`src/rtl/cdb_arbiter_pkg.sv`:
```
// Shared definitions for the common-data-bus arbiter: widths, source encodings
// and the round-robin source selection.
package cdb_arbiter_pkg;

  localparam int ROB_WIDTH_DEF = 4;
  localparam int DATA_WIDTH    = 32;

  typedef enum logic {
    SRC_ALU = 1'b0,
    SRC_LSB = 1'b1
  } cdb_src_e;

  // On contention the source that did not win last time gets the bus.
  function automatic cdb_src_e pick_source(input logic     alu_ne,
                                           input logic     lsb_ne,
                                           input cdb_src_e last);
    if (alu_ne && lsb_ne) begin
      return (last == SRC_LSB) ? SRC_ALU : SRC_LSB;
    end else if (lsb_ne) begin
      return SRC_LSB;
    end
    return SRC_ALU;
  endfunction

endpackage

```
`src/rtl/cdb_arbiter_result_fifo.sv`:
```
// Small circular result queue: registered count, head always visible, flush
// empties it in one edge. DEPTH must be a power of two so pointers wrap naturally.
module result_fifo #(
  parameter int WIDTH = 36,
  parameter int DEPTH = 2
) (
  input  logic                         clk_i,
  input  logic                         rst_i,
  input  logic                         clear_i,
  input  logic                         push_i,
  input  logic [WIDTH-1:0]             push_dat_i,
  input  logic                         pop_i,
  output logic [$clog2(DEPTH+1)-1:0]   count_o,
  output logic [WIDTH-1:0]             head_o
);

  localparam int PTR_W = $clog2(DEPTH);
  localparam int CNT_W = $clog2(DEPTH + 1);

  logic [WIDTH-1:0] mem_q [DEPTH];
  logic [PTR_W-1:0] wr_ptr_q, wr_ptr_d;
  logic [PTR_W-1:0] rd_ptr_q, rd_ptr_d;
  logic [CNT_W-1:0] count_q, count_d;

  always_comb begin
    wr_ptr_d = wr_ptr_q;
    rd_ptr_d = rd_ptr_q;
    count_d  = count_q;
    if (clear_i) begin
      wr_ptr_d = '0;
      rd_ptr_d = '0;
      count_d  = '0;
    end else begin
      if (push_i) wr_ptr_d = wr_ptr_q + PTR_W'(1);
      if (pop_i)  rd_ptr_d = rd_ptr_q + PTR_W'(1);
      case ({push_i, pop_i})
        2'b10:   count_d = count_q + CNT_W'(1);
        2'b01:   count_d = count_q - CNT_W'(1);
        default: count_d = count_q;
      endcase
    end
  end

  always_ff @(posedge clk_i or posedge rst_i) begin
    if (rst_i) begin
      wr_ptr_q <= '0;
      rd_ptr_q <= '0;
      count_q  <= '0;
    end else begin
      wr_ptr_q <= wr_ptr_d;
      rd_ptr_q <= rd_ptr_d;
      count_q  <= count_d;
    end
  end

  always_ff @(posedge clk_i) begin
    if (push_i && !clear_i) mem_q[wr_ptr_q] <= push_dat_i;
  end

  assign head_o  = mem_q[rd_ptr_q];
  assign count_o = count_q;

endmodule

```
`src/rtl/cdb_arbiter.sv`:
```
// Two-requester common-data-bus arbiter: per-source result queues, round-robin
// on contention, one registered broadcast per cycle.
module cdb_arbiter
  import cdb_arbiter_pkg::*;
#(
  parameter int ROB_WIDTH  = ROB_WIDTH_DEF,
  parameter int FIFO_DEPTH = 2
) (
  input  logic                  clockIn,
  input  logic                  resetIn,
  input  logic                  clear,
  input  logic                  aluValid,
  output logic                  aluReady,
  input  logic [ROB_WIDTH-1:0]  aluRobIndex,
  input  logic [31:0]           aluValue,
  input  logic                  lsbValid,
  output logic                  lsbReady,
  input  logic [ROB_WIDTH-1:0]  lsbRobIndex,
  input  logic [31:0]           lsbValue,
  output logic                  cdbValid,
  output logic [ROB_WIDTH-1:0]  cdbRobIndex,
  output logic [31:0]           cdbValue,
  output logic                  cdbSource
);

  localparam int ENTRY_W = ROB_WIDTH + DATA_WIDTH;
  localparam int CNT_W   = $clog2(FIFO_DEPTH + 1);

  logic [CNT_W-1:0]   alu_cnt, lsb_cnt;
  logic [ENTRY_W-1:0] alu_head, lsb_head;
  logic               alu_push, lsb_push, alu_pop, lsb_pop;
  logic               alu_ne, lsb_ne, pop_any;
  cdb_src_e           grant_src;

  logic                 valid_q, valid_d;
  logic [ROB_WIDTH-1:0] idx_q, idx_d;
  logic [31:0]          val_q, val_d;
  cdb_src_e             src_q, src_d;
  cdb_src_e             last_grant_q, last_grant_d;

  // Ready looks only at the registered count, so a full queue stays closed even
  // on the cycle it is being drained.
  assign aluReady = !resetIn && !clear && (alu_cnt < CNT_W'(FIFO_DEPTH));
  assign lsbReady = !resetIn && !clear && (lsb_cnt < CNT_W'(FIFO_DEPTH));
  assign alu_push = aluValid && aluReady;
  assign lsb_push = lsbValid && lsbReady;

  assign alu_ne    = (alu_cnt != '0);
  assign lsb_ne    = (lsb_cnt != '0);
  assign grant_src = pick_source(alu_ne, lsb_ne, last_grant_q);
  assign pop_any   = (alu_ne || lsb_ne) && !clear;
  assign alu_pop   = pop_any && (grant_src == SRC_ALU);
  assign lsb_pop   = pop_any && (grant_src == SRC_LSB);

  result_fifo #(.WIDTH(ENTRY_W), .DEPTH(FIFO_DEPTH)) u_alu_fifo (
    .clk_i      (clockIn),
    .rst_i      (resetIn),
    .clear_i    (clear),
    .push_i     (alu_push),
    .push_dat_i ({aluRobIndex, aluValue}),
    .pop_i      (alu_pop),
    .count_o    (alu_cnt),
    .head_o     (alu_head)
  );

  result_fifo #(.WIDTH(ENTRY_W), .DEPTH(FIFO_DEPTH)) u_lsb_fifo (
    .clk_i      (clockIn),
    .rst_i      (resetIn),
    .clear_i    (clear),
    .push_i     (lsb_push),
    .push_dat_i ({lsbRobIndex, lsbValue}),
    .pop_i      (lsb_pop),
    .count_o    (lsb_cnt),
    .head_o     (lsb_head)
  );

  always_comb begin
    valid_d      = pop_any;
    idx_d        = idx_q;
    val_d        = val_q;
    src_d        = src_q;
    last_grant_d = last_grant_q;
    if (pop_any) begin
      {idx_d, val_d} = (grant_src == SRC_LSB) ? lsb_head : alu_head;
      src_d          = grant_src;
      if (alu_ne && lsb_ne) last_grant_d = grant_src;
    end
  end

  always_ff @(posedge clockIn or posedge resetIn) begin
    if (resetIn) begin
      valid_q      <= 1'b0;
      idx_q        <= '0;
      val_q        <= '0;
      src_q        <= SRC_ALU;
      last_grant_q <= SRC_LSB;
    end else begin
      valid_q      <= valid_d;
      idx_q        <= idx_d;
      val_q        <= val_d;
      src_q        <= src_d;
      last_grant_q <= last_grant_d;
    end
  end

  assign cdbValid    = valid_q;
  assign cdbRobIndex = idx_q;
  assign cdbValue    = val_q;
  assign cdbSource   = src_q;

endmodule

```
`config.mk`:
```
export PLATFORM = sky130hd
export DESIGN_NAME = cdb_arbiter
export DESIGN_NICKNAME = d
export VERILOG_FILES = /design/src/rtl/cdb_arbiter_pkg.sv /design/src/rtl/cdb_arbiter_result_fifo.sv /design/src/rtl/cdb_arbiter.sv
export SDC_FILE = /design/constraint.sdc
export NUM_CORES = 1
export LEC_CHECK = 0
export BUFFER_PORTS_ARGS = -buffer_cell sky130_fd_sc_hd__buf_2
export CAP_MARGIN = 20
export CORE_AREA = 2 2 116 118
export CTS_CLUSTER_DIAMETER = 30
export DETAILED_ROUTE_END_ITERATION = 16
export DIE_AREA = 0 0 118 120
export GPL_TIMING_DRIVEN = 0
export PLACE_DENSITY = 0.83
export RECOVER_POWER = 25
export SLEW_MARGIN = 20
export SYNTH_ARGS = -nofsm -noshare
export SYNTH_HDL_FRONTEND = slang
export SYNTH_HIERARCHICAL = 1
export SYNTH_SLANG_ARGS = --single-unit
```
`constraint.sdc`:
```
create_clock -name clockIn -period 10.6 [get_ports clockIn]
set_input_delay 2.12 -clock clockIn [delete_from_list [all_inputs] [get_ports clockIn]]
set_output_delay 2.12 -clock clockIn [all_outputs]
set_load 0.01 [all_outputs]
```
---- Word-level counts from Yosys, hierarchy flattened ----
Memories as Yosys holds them, arrays and structs flattened.
Index checks and enable logic that the tools add are counted.
word-level totals
  bits in registers ....................... 47
  memory bits (writable) .................. 144
  input port bits ......................... 77
  logic and storage cells ................. 74
  memories ................................ 2
cells by class
  add/subtract/negate cells ............... 8
  magnitude comparators ................... 2
  equality and inequality tests ........... 4
  muxes and demuxes ....................... 23
  bitwise logic cells ..................... 1
  reductions and logical operators ........ 23
memories
  name              depth  bits a word  read ports  clocked after Yosys merged registers in  write ports  line                           text
  u_alu_fifo.mem_q  2      36           1           0                                        1            cdb_arbiter_result_fifo.sv:20  logic [WIDTH-1:0] mem_q [DEPTH];
  u_lsb_fifo.mem_q  2      36           1           0                                        1            cdb_arbiter_result_fifo.sv:20
operators by type and width
  cell                                                                    count
  36-bit two-way mux                                                      1
  1-bit two-way mux                                                       18
  2-bit nonzero test                                                      6
  1-bit logical AND                                                       11
  2-bit one-hot mux with 2 select lines                                   2
  3-bit nonzero test                                                      2
  1-bit adder (second input constant)                                     4
  2-bit by 1-bit adder with 2-bit output (second input constant)          2
  2-bit by 1-bit equality test with 1-bit output (second input constant)  2
  2-bit equality test (second input constant)                             2
  2-bit less-than comparator (second input constant)                      2
  2-bit two-way mux                                                       2
  2-bit by 1-bit subtractor with 2-bit output (second input constant)     2
  1-bit zero test                                                         2
  2-bit AND reduction                                                     1
  1-bit logical OR                                                        1
  1-bit inverter                                                          1

---- Longest topological paths before layout ----
  word-level depth ........................ 9
  gate-level depth with buffers ........... 7
  depth with buffers taken out ............ 5

---- Cells and area by module ----
Netlist, hierarchy kept.
by module, submodules not included
  module       times used  cells an instance  area an instance (µm²)  sequential area each (µm²)
  result_fifo  2           132                2,937.8                 2,262.2
  cdb_arbiter  1           143                1,816.7                 977.2

---- Worst setup path after synthesis ----
No wires, ideal clock.
  kind .................................... input to register
  start ................................... input clear
  end ..................................... memory u_lsb_fifo.mem_q[0][0] (enable)
  arrival ................................. 5.459 ns
  required time ........................... 10.118 ns
  path slack .............................. 4.660 ns
  cell stages on the path ................. 3
  path through ............................ nor3_1 > and2_1 > nor3b_1
on the way
  cells in the longest elaborated chain, start to end .. 7
ends and longest elaborated chain
  what                                     line                           text
  start, declared                          cdb_arbiter.sv:11              input logic clear,
  1-bit zero test                          cdb_arbiter.sv:44              assign lsbReady = !resetIn && !clear && (lsb_cnt < CNT_W'(FIFO_DEPTH));
  1-bit logical AND (2 in series)          cdb_arbiter.sv:44
  1-bit logical AND                        cdb_arbiter.sv:46              assign lsb_push = lsbValid && lsbReady;
  net lsb_push                             cdb_arbiter.sv:31              logic alu_push, lsb_push, alu_pop, lsb_pop;
  1-bit logical AND                        cdb_arbiter_result_fifo.sv:57  if (push_i && !clear_i) mem_q[wr_ptr_q] <= push_dat_i;
  1-bit two-way mux                        cdb_arbiter_result_fifo.sv:57
  1-bit two-way mux (implied by the code)  cdb_arbiter_result_fifo.sv:57
  end, declared                            cdb_arbiter_result_fifo.sv:20
The timed path passes the listed nets, and every way through them passes these cells.

---- Final worst setup path ----
  start ................................... input clear
  end ..................................... output lsbReady
on the way
  cells in the longest elaborated chain, start to end .. 3
ends and longest elaborated chain
  what                             line               text
  1-bit zero test                  cdb_arbiter.sv:44
  1-bit logical AND (2 in series)  cdb_arbiter.sv:44
  end, declared                    cdb_arbiter.sv:17  output logic lsbReady,
No other way between the ends.

==> impl_metrics.ini <==
[synthesis]
yosysWarningCount = 6
synth-simple-area-share_pct = 6.230
syn_area_per_cell_um2 = 18.90
synth_xor_xnor_area_share_pct = 0.7970
synth_nets = 484
syn-cell-area_um2 = 7692
yosysUniqueCellTypes = 27
synth_compound_area_share_pct = 5.335
synth_seq_cells = 191
async_flop_share_pct = 24.61
synthFlopType = edfxtp_1
synth-seq-area-share_pct = 71.52
synthCells = 407
yosys.area_share.adder_pct = 0
synth_top_family_by_area = multiplexers
synthMuxAreaShare_pct = 13.37
synth_edf_count = 144

[worst_setup_path]
path_cells = buf_2 > nor3_1 > buf_2
worstReg2RegStart = u_lsb_fifo/count_o[1]
worstSetupStartpointType = input port
crit_fanout = 17
cpMostUsedCell = buf_2
r2r_slack_ps = 8150
timing.rr.end = u_lsb_fifo/mem_q[0][31]
cpPeakStageDelay_ps = 380
reg2reg_depth = 6
critPathRequiredTime_ps = 8480
worstSetupPathType = in2out
crit_path_top_delay_cell = nor3_1
crit_arrival_ps = 2940
setup.worst_path.end_class = output pin

[detailed_routing]
via_per_inst = 5.822
avgRoutedWirePerCell_um = 21.27
routed_wl_um = 15790
ant_nets = 0
route.detailed.drc = 0
drtIter0Drc = 308
dr.pass1.iters = 4
via_count = 4320

[timing]
clock.fmax_mhz = 197.8
slew_headroom_pct = 61.12
fin_crit_sh_pct = 47.71
worst_slack_ps = 5543
period_minus_slack_ps = 5057
grt_setup_unrepaired = no
hold_viol = 0
report.final.slew_viol_count = 0
setup_tns_ps = 0
skew_ps = 9.497
worst_pin_slew_ps = 583.3
setup_viol = 0

[pwr]
fin_total_pwr_mw = 1.981
p_leak_nw = 3.535
vdd.ir_drop.worst_uv = 111.2
p_per_area_nw_per_um2 = 216.1

[clock_tree]
clock_latency_ps = 420
ctsHoldBuffers = 0
tritoncts = done
cts_root_buffer = clkbuf_16
cts.reportedPaths.clkPinSlew_ps = 70
postCtsSetupRepairBufs = 0
cts_buffers = 17
cts-htree-levels = 4
cts.repair.resized = 0
clk_path_buf_depth = 2
cts_sinks = 191

[floorplan]
coreArea_um2 = 12980
fp.dieW_um = 118
initial_utilization_pct = 59.26
rows = 42
die_area_um2 = 14160
ioPinCount = 117
die_h_um = 120

[place]
post-place-ws_ps = 5557
hpwlAfterDp_um = 10630
port_buffers = 116
globalplace.congestion = 0.7817

[grt]
grt_pass1_wl_um = 24240
grt_max_degree = 26
antenna_found_initial = 0
grt_pass1_vias = 4572
grt_usage_pct = 22.97
overflow = 0

[hold_path]
hold-path-endpoint = cdbSource
hold_path.startpoint = cdbSource
hold_depth = 1
hold_class = reg2reg

[final_layout]
area_delta_synth_final_pct = 19.21
fillers = 852
drive_gt1_share_pct = 39.22
final_nets = 630
antenna_cells = 0

[run_status]
status = complete, no violations

[flow_run]
drv_cap = 0
layout by cell type (no fill, tap or decap), drive strengths merged, types with 2 or more instances in the layout:
master,netlist,final
and3b,4,4
dfrtp,46,46
xnor2,4,4
inv,4,6
a21o,2,2
mux2,72,72
nor2,10,10
buf,22,122
and2,4,4
xor2,3,3
a221o,36,36
clkinvlp,0,5
clkinv,0,6
nor3,7,7
nor3b,42,42
clkbuf,1,46
o21ai,2,2
edfxtp,144,144
Yosys cell counts (2+ instances only):
cell	instances	area [um2]
o21ai_0	2	10.01
buf_2	7	35.03
nor3b_2	2	25.02
buf_8	2	30.03
dfrtp_1	46	1151
nor2_1	10	37.54
a221o_1	36	360.4
xor2_1	3	26.28
and2_1	4	25.02
buf_4	5	37.54
edfxtp_1	144	4324
inv_1	4	15.01
a21o_1	2	15.01
nor3b_1	40	300.3
mux2_4	58	870.8
mux2_1	14	157.7
nor3_2	2	20.02
buf_6	8	90.09
and3b_1	4	35.03
xnor2_1	4	35.03
nor3_1	4	20.02
worst max-delay path, delay by kind of cell:
family,cells,cell delay (ps)
buffers and inverters,2,430
and+or+nand+nor,1,380
area by class of cell:
| type | instances | area, um2 | area share (%) |
|---|---|---|---|
| buffer | 23 | 196.4 | 2.142 |
| clock buffer | 18 | 439.2 | 4.789 |
| clock inverter | 14 | 117.6 | 1.283 |
| inverter | 4 | 15.01 | 0.1637 |
| multi-input combinational | 189 | 1992 | 21.72 |
| sequential | 191 | 5502 | 59.99 |
| tap | 176 | 220.2 | 2.401 |
| timing repair buffer | 127 | 688.2 | 7.504 |
cell families after synthesis:
logic type / Yosys count
AO/OA/AOI/OAI: 43
XOR/XNOR: 7
buffers and inverters: 27
flip-flops: 191
multiplexers: 72
AND/OR/NAND/NOR: 67
worst max-delay path by stage:
stage / from / end / slack, ps / cells past startpoint
after global placement: clear / u_lsb_fifo/mem_q[0][0] / 2780 / 4
after detailed placement: clear / lsbReady / 5560 / 3
final: clear / lsbReady / 5540 / 3
after global routing: clear / lsbReady / 5510 / 3
after floorplan: clear / u_lsb_fifo/mem_q[0][0] / 4660 / 3
after CTS: clear / lsbReady / 5570 / 3
where the power goes:
part | switching (mW) | leakage, nW | internal, mW
Clock | 0.269 | 0.262 | 0.329
Sequential | 0.0568 | 1.89 | 0.891
Combinational | 0.213 | 1.38 | 0.223
Total | 0.538 | 3.53 | 1.44
layer usage:
layer  share of wire (%)  up-vias  track usage, %
li1                    -     1894               -
met3                 5.0       26           4.135
met5                   0        -               0
met4                 2.3        0           9.262
met1                  41     2257           28.72
met2                  52      143           39.97
sequential cells by signal (all words and copies together) (netlist names):
register	flops
cdbValue	32
u_lsb_fifo/rd_ptr_q	1
u_alu_fifo/mem_q	72
u_lsb_fifo/count_o	2
u_alu_fifo/wr_ptr_q	1
u_lsb_fifo/wr_ptr_q	1
last_grant_q	1
u_lsb_fifo/mem_q	72
u_alu_fifo/count_o	2
u_alu_fifo/rd_ptr_q	1
cdbSource	1
cdbValid	1
cdbRobIndex	4
per-stage QoR:
stage	util (%)	instance area, um2	hold slack (ps)	std cells
floorplan	-	7692	509.9	407
global placement	65.43	8493	474.2	699
detailed placement	66.63	8648	473.7	710
CTS	70.92	9205	488.7	742
global route	70.65	9170	502.0	742
finish	70.65	9170	496.1	742
Note: power is estimated with default switching activity, not from simulation.
